==> src/rtl/serial_job_ctrl.sv <==
// serial_job_ctrl: front-end for the solver core.
// Receives framed bytes on data_in (start bit 1, then 8 data bits LSB first) and
// hands them to the core through a one-entry hold register. A byte equal to
// EOT_BYTE closes the job. The controller then waits for the core's result and
// sends it on data_out (start bit 1, then RESULT_W bits LSB first).
//
// Byte stream handshake: byte_valid rises the cycle after a byte completes.
// While byte_valid is high, byte_data and byte_last hold steady until a rising
// edge with byte_valid && byte_ready, which transfers the beat.
module serial_job_ctrl #(
  parameter int          RESULT_W = 64,
  parameter logic [7:0]  EOT_BYTE = 8'h04
) (
  input  logic                clk,
  input  logic                rst_n,
  input  logic                data_in,
  output logic                data_out,
  output logic [7:0]          byte_data,
  output logic                byte_valid,
  input  logic                byte_ready,
  output logic                byte_last,
  input  logic [RESULT_W-1:0] result,
  input  logic                result_valid,
  output logic                busy,
  output logic                overrun
);

  localparam int                    TX_CNT_W = $clog2(RESULT_W + 1);
  localparam logic [TX_CNT_W-1:0]   TX_LAST  = TX_CNT_W'(RESULT_W);
  localparam logic [TX_CNT_W-1:0]   TX_ONE   = TX_CNT_W'(1);

  typedef enum logic [1:0] {
    ST_RX       = 2'd0,
    ST_WAIT_RES = 2'd1,
    ST_TX       = 2'd2
  } state_t;

  state_t                state_q, state_d;
  logic                  rx_shift_q, rx_shift_d;   // 0 = IDLE, 1 = SHIFT
  logic [2:0]            bit_cnt_q, bit_cnt_d;
  logic [6:0]            sh_q, sh_d;               // bits 0..6 of the frame in flight
  logic [7:0]            hold_data_q, hold_data_d;
  logic                  hold_valid_q, hold_valid_d;
  logic                  hold_last_q, hold_last_d;
  logic                  rx_stop_q, rx_stop_d;     // EOT loaded: ignore further start bits
  logic                  busy_q, busy_d;
  logic                  overrun_q, overrun_d;
  logic [RESULT_W-1:0]   tx_sh_q, tx_sh_d;
  logic [TX_CNT_W-1:0]   tx_cnt_q, tx_cnt_d;
  logic                  dout_q, dout_d;

  logic                  handshake;
  logic                  rx_done;
  logic [7:0]            rx_byte;

  assign handshake = hold_valid_q && byte_ready;

  // Next-state logic: receiver, hold register and transmitter sequencing.
  always_comb begin
    state_d      = state_q;
    rx_shift_d   = rx_shift_q;
    bit_cnt_d    = bit_cnt_q;
    sh_d         = sh_q;
    hold_data_d  = hold_data_q;
    hold_valid_d = hold_valid_q;
    hold_last_d  = hold_last_q;
    rx_stop_d    = rx_stop_q;
    busy_d       = busy_q;
    overrun_d    = overrun_q;
    tx_sh_d      = tx_sh_q;
    tx_cnt_d     = tx_cnt_q;
    dout_d       = 1'b0;
    rx_done      = 1'b0;
    rx_byte      = {data_in, sh_q};

    case (state_q)
      ST_RX: begin
        if (!rx_shift_q) begin
          if (!rx_stop_q && data_in) begin
            rx_shift_d = 1'b1;
            bit_cnt_d  = 3'd0;
            busy_d     = 1'b1;
          end
        end else begin
          sh_d = {data_in, sh_q[6:1]};
          if (bit_cnt_q == 3'd7) begin
            rx_shift_d = 1'b0;
            bit_cnt_d  = 3'd0;
            rx_done    = 1'b1;
          end else begin
            bit_cnt_d = bit_cnt_q + 3'd1;
          end
        end

        // A beat leaving the hold register frees it for a byte completing on the same edge.
        if (handshake) begin
          hold_valid_d = 1'b0;
          hold_last_d  = 1'b0;
          if (hold_last_q) begin
            state_d   = ST_WAIT_RES;
            rx_stop_d = 1'b0;
          end
        end

        if (rx_done) begin
          if (hold_valid_q && !handshake) begin
            overrun_d = 1'b1;
          end else begin
            hold_data_d  = rx_byte;
            hold_valid_d = 1'b1;
            hold_last_d  = (rx_byte == EOT_BYTE);
            if (rx_byte == EOT_BYTE) begin
              rx_stop_d = 1'b1;
            end
          end
        end
      end

      ST_WAIT_RES: begin
        if (result_valid) begin
          tx_sh_d  = result;
          tx_cnt_d = '0;
          dout_d   = 1'b1;
          state_d  = ST_TX;
        end
      end

      ST_TX: begin
        if (tx_cnt_q == TX_LAST) begin
          dout_d  = 1'b0;
          busy_d  = 1'b0;
          state_d = ST_RX;
        end else begin
          dout_d   = tx_sh_q[0];
          tx_sh_d  = tx_sh_q >> 1;
          tx_cnt_d = tx_cnt_q + TX_ONE;
        end
      end

      default: begin
        state_d = ST_RX;
      end
    endcase
  end

  // State registers with asynchronous clear.
  always_ff @(posedge clk or negedge rst_n) begin
    if (!rst_n) begin
      state_q      <= ST_RX;
      rx_shift_q   <= 1'b0;
      bit_cnt_q    <= 3'd0;
      sh_q         <= '0;
      hold_data_q  <= 8'h00;
      hold_valid_q <= 1'b0;
      hold_last_q  <= 1'b0;
      rx_stop_q    <= 1'b0;
      busy_q       <= 1'b0;
      overrun_q    <= 1'b0;
      tx_sh_q      <= '0;
      tx_cnt_q     <= '0;
      dout_q       <= 1'b0;
    end else begin
      state_q      <= state_d;
      rx_shift_q   <= rx_shift_d;
      bit_cnt_q    <= bit_cnt_d;
      sh_q         <= sh_d;
      hold_data_q  <= hold_data_d;
      hold_valid_q <= hold_valid_d;
      hold_last_q  <= hold_last_d;
      rx_stop_q    <= rx_stop_d;
      busy_q       <= busy_d;
      overrun_q    <= overrun_d;
      tx_sh_q      <= tx_sh_d;
      tx_cnt_q     <= tx_cnt_d;
      dout_q       <= dout_d;
    end
  end

  assign data_out   = dout_q;
  assign byte_data  = hold_data_q;
  assign byte_valid = hold_valid_q;
  assign byte_last  = hold_last_q;
  assign busy       = busy_q;
  assign overrun    = overrun_q;

endmodule

==> config.mk <==
export PLATFORM = sky130hd
export DESIGN_NAME = serial_job_ctrl
export DESIGN_NICKNAME = d
export VERILOG_FILES = /design/src/rtl/serial_job_ctrl.sv
export SDC_FILE = /design/constraint.sdc
export NUM_CORES = 1
export LEC_CHECK = 0
export CAP_MARGIN = 20
export CORE_MARGIN = 5
export CORE_UTILIZATION = 57
export CTS_BUF_LIST = sky130_fd_sc_hd__clkbuf_2 sky130_fd_sc_hd__clkbuf_4 sky130_fd_sc_hd__clkbuf_8
export DETAILED_ROUTE_END_ITERATION = 10
export GPL_ROUTABILITY_DRIVEN = 0
export GPL_TIMING_DRIVEN = 0
export PLACE_DENSITY = 0.86
export SYNTH_ARGS = -nofsm -noshare
export SYNTH_HDL_FRONTEND = slang
export SYNTH_SLANG_ARGS = --single-unit
==> constraint.sdc <==
create_clock -name clk -period 4.5 [get_ports clk]
set_clock_uncertainty 0.2 [all_clocks]
set_input_delay 1.125 -clock clk [delete_from_list [all_inputs] [get_ports clk]]
set_output_delay 1.125 -clock clk [all_outputs]
set_load 0.05 [all_outputs]
After elaboration in Yosys (flattened, before gate mapping)
Index checks and enable logic that the tools add are counted.
Word-level totals
  flip-flop bits (word level): 98
  logic and storage cells: 82
Operators by class
  $add $sub $neg: 2
  equal/unequal tests: 12
  multiplexer cells: 38
  bitwise gates (word level): 1
  reductions and logical operators: 16
Operator list (number)
  $mux 64: 2
  $pmux 64 s2: 1
  $mux 1: 22
  $mux 7: 2
  $ne 2x2->1 const B: 7
  $pmux 7 s2: 1
  $mux 3: 3
  $reduce_and 3->1: 3
  $eq 8x3->1 const B: 1
  $mux 2: 4
  $reduce_and 4->1: 2
  $add 7x1->7 const B: 1
  $eq 7x7->1 const B: 1
  $pmux 2 s3: 1
  $reduce_bool 2->1: 3
  $pmux 1 s2: 2
  $reduce_and 2->1: 2
  $add 3x1->3 const B: 1
  $eq 3x3->1 const B: 1
  $logic_and 1x1->1: 3
  $eq 2x1->1 const B: 1
  $eq 2x2->1 const B: 1
  $logic_not 1->1: 2
  $logic_not 2->1: 1
  $not 1->1: 1

Logic depth before layout (Yosys ltp)
  word-level depth: 5
  depth in mapped cells: 10

Worst setup path after synthesis
OpenSTA, ideal clock, no wires.
  path type: input to register
  from: input result_valid
  to: register tx_cnt_q[5]
  setup time: 0.077 ns
  data arrival time: 2.178 ns
  setup slack: 2.044 ns
  stages on the path: 5
  cells stage by stage: mux2i_1 -> a41o_1 -> buf_6 -> or4_1 -> a21oi_1
Between the ends
  word-level cells in the longest chain between the ends: 2
Ends and longest elaborated chain
  start, declared: line 23  | input logic result_valid,
  $ne 2x2->1 (no line)
  $reduce_and 3->1 (no line)
  end signal, assigned: line 174  | tx_cnt_q <= tx_cnt_d;
  end, declared: line 49  | logic [TX_CNT_W-1:0] tx_cnt_q, tx_cnt_d;
Every way passes these cells.
A chain may end at the register's enable or synchronous reset.

Worst setup path in the final report
  from: register hold_valid_q, in the netlist byte_valid
  to: output byte_valid
RTL lines
  start, declared: line 43  | logic hold_valid_q, hold_valid_d;
  start signal, assigned: line 168  | hold_valid_q <= hold_valid_d;
  end, declared: line 19  | output logic byte_valid,
No word-level cell between the ends.

==> impl_metrics.json <==
{
  "clk_pin_slew_ns": 0.09,
  "cp.arrival_ns": 1.65,
  "grt_pass1_wl_um": 16200,
  "maxCapViolations": 0,
  "drc": 0,
  "clock_latency_ns": 0.36,
  "synthFlopType": "dfrtp_1",
  "num_io_pins": 82,
  "leakagePower_nw": 2.48,
  "crit_type": "register to output port",
  "yosysTopAreaCellShare_pct": 54.2,
  "viasPerCell": 5.47,
  "min_to": "tx_sh_q[10]$_DFFE_PN0P_",
  "antenna_cells": 0,
  "holdPathStages": 2,
  "vias": 3370,
  "ys_ff_latch": 98,
  "finish.instance_area_um2": 5690,
  "post_cts_buffers": 0,
  "crit_path_cell_trace": "clkdlybuf4s50_1",
  "ff2ff_setup_slack_ns": 2.16,
  "grt-ovfl-total": 0,
  "yosys.cell_types.count": 41,
  "synthesis.nets": 493,
  "slowest_stage": "clkdlybuf4s50_1",
  "rsz0062_at_grt": "false",
  "drv_slew": 0,
  "r2r-start": "state_q[0]$_DFFE_PN0P_",
  "die_h_um": 99.1,
  "cts_tree": "done",
  "hold_path.class": "register to register",
  "slew_headroom_pct": 51.5,
  "cts_buffers": 9,
  "wl_per_cell_um": 15.2,
  "core_um2": 7730,
  "fin_nets": 586,
  "fin_crit_ns": 2.97,
  "synth_most_common_cell": "dfrtp_1",
  "ff2ff_path_depth": 9,
  "clk_path_buf_depth": 2,
  "power_density_nw_per_um2": 650,
  "worstHoldStart": "tx_sh_q[10]$_DFFE_PN0P_",
  "syn_inst": 416,
  "synth_edf_count": 0,
  "fmax_mhz": 336,
  "slowest_delay_ns": 0.84,
  "path_buf_inv": 1,
  "outcome": "finished, final reports clean",
  "cts_resized": 0,
  "holdWs_ns": 0.289,
  "critPathCaptureType": "output port",
  "clock-root-buffer": "clkbuf_8",
  "hold_viol": 0,
  "post_dp_cell_area_um2": 5490,
  "vdd_drop_max_mv": 0.312,
  "worstReg2RegEnd": "tx_cnt_q[6]$_DFFE_PN0P_",
  "grtUsageTotal_pct": 20.1,
  "period_share_pct": 66.1,
  "synth_largest_area_cell": "dfrtp_1",
  "synth-seq-area-share_pct": 54.2,
  "antenna_left": 0,
  "cp_top_family": "buffers and inverters",
  "grt_max_degree": 55,
  "totalWireLength_um": 9350,
  "die_w_um": 99.1,
  "path_max_fanout": 6,
  "cts.sinks": 98,
  "cts_hold_buf": 0,
  "synthTopCellsByCount": "dfrtp_1, nand2_1, o21ai_1",
  "avgSynthCellArea_um2": 10.9,
  "fin_setup_tns_ns": 0,
  "start_util_pct": 58.6,
  "cp.required_ns": 3.17,
  "yosys_warnings": 0,
  "port_buffers": 81,
  "worst_slack_ns": 1.53,
  "grt_antenna_before_repair": 0,
  "post-place-ws_ns": 1.33,
  "firstDrtPassIters": 4,
  "startpoint_type": "register",
  "hpwl_um": 6870,
  "h-tree-depth": 3,
  "num_rows": 32,
  "yosys-top-cells-area": "dfrtp_1, mux2i_1, o21ai_1",
  "power_mw": 3.70,
  "worst_pin_slew_ns": 0.728,
  "grt_pass1_vias": 3524,
  "drive_gt1_share_pct": 7.20,
  "die-area_um2": 9820,
  "setup_viol": 0,
  "syn2layout_area_growth_pct": 25.8,
  "synthesis.area_um2": 4530,
  "drt_iter0_drc": 181,
  "synthArstFlopShare_pct": 100
}
[layer usage]
metal,track usage (%),routed length [µm]
met5,0,0
met2,33.3,4650
met3,4.70,496
met4,6.93,115
met1,26.2,4090
[power by group]
| part | switching [mW] | internal, mW | leakage [nW] | total (mW) |
|---|---|---|---|---|
| sequential | 0.234 | 1.27 | 1.23 | 1.51 |
| combinational | 0.923 | 0.688 | 1.15 | 1.61 |
| clock | 0.309 | 0.273 | 0.103 | 0.582 |
[worst min-delay path, stage by stage, from the launching register on]
cell and delay [ns]:
dfrtp_1 0.35, nand2_1 0.05, o21ai_1 0.06
[through the flow]
| step | utilization, % | cells |
|---|---|---|
| CTS | 73.7 | 616 |
| finish | 73.7 | 616 |
| global placement | 70.7 | 599 |
| global route | 73.7 | 616 |
| floorplan | - | 416 |
| detailed placement | 71.0 | 600 |
[cell families (layout without fill, tap and decap cells)]
family                     Yosys count  count (layout)  synth area share, %
adders and majority gates            8               8                 2.21
AOI/OAI and AO/OA                   88              88                 11.2
DFF                                 98              98                 54.2
buffers and inverters               33             131                 3.48
muxes                               82              82                 18.6
and+or+nand+nor                    107             107                 10.4
[area by class of cell]
| type | instances | area [µm²] |
|---|---|---|
| Fill cell | 524 | 2030 |
| Multi-Input combinational cell | 285 | 1920 |
| Inverter | 7 | 26.3 |
| Clock buffer | 10 | 138 |
| Clock inverter | 6 | 65.1 |
| Timing Repair Buffer | 82 | 836 |
| Sequential cell | 98 | 2450 |
| Buffer | 26 | 131 |
| Tap cell | 102 | 128 |
[registers in the layout, indices dropped and copies added (netlist names), 2 cells and up]
name       flops
byte_data      8
state_q        2
tx_cnt_q       7
tx_sh_q       64
bit_cnt_q      3
sh_q           7
[worst max path at each step]
| stage | from | endpoint | slack, ns | cells past startpoint |
|---|---|---|---|---|
| 2_1_floorplan | result_valid | tx_cnt_q[5]$_DFFE_PN0P_ | 2.04 | 5 |
| 3_3_place_gp | rst_n | tx_sh_q[41]$_DFFE_PN0P_ | -1.50 | 1 |
| 3_5_place_dp | result_valid | tx_cnt_q[6]$_DFFE_PN0P_ | 1.33 | 7 |
| 4_1_cts | byte_valid$_DFFE_PN0P_ | byte_valid | 1.51 | 1 |
| 5_1_grt | byte_valid$_DFFE_PN0P_ | byte_valid | 1.47 | 1 |
| 6_report | byte_valid$_DFFE_PN0P_ | byte_valid | 1.53 | 1 |
[cell usage in the layout (no fill, tap or decap), types with 9 or more instances in the layout]
cell type and n:
clkdlybuf4s50_1 80, nand3_1 12, o21ai_1 67, clkbuf_8 10, buf_2 9, clkbuf_1 12
nand2_1 75, dfrtp_1 98, mux2_1 15, mux2i_1 65
(Power assumes the default switching activity.)
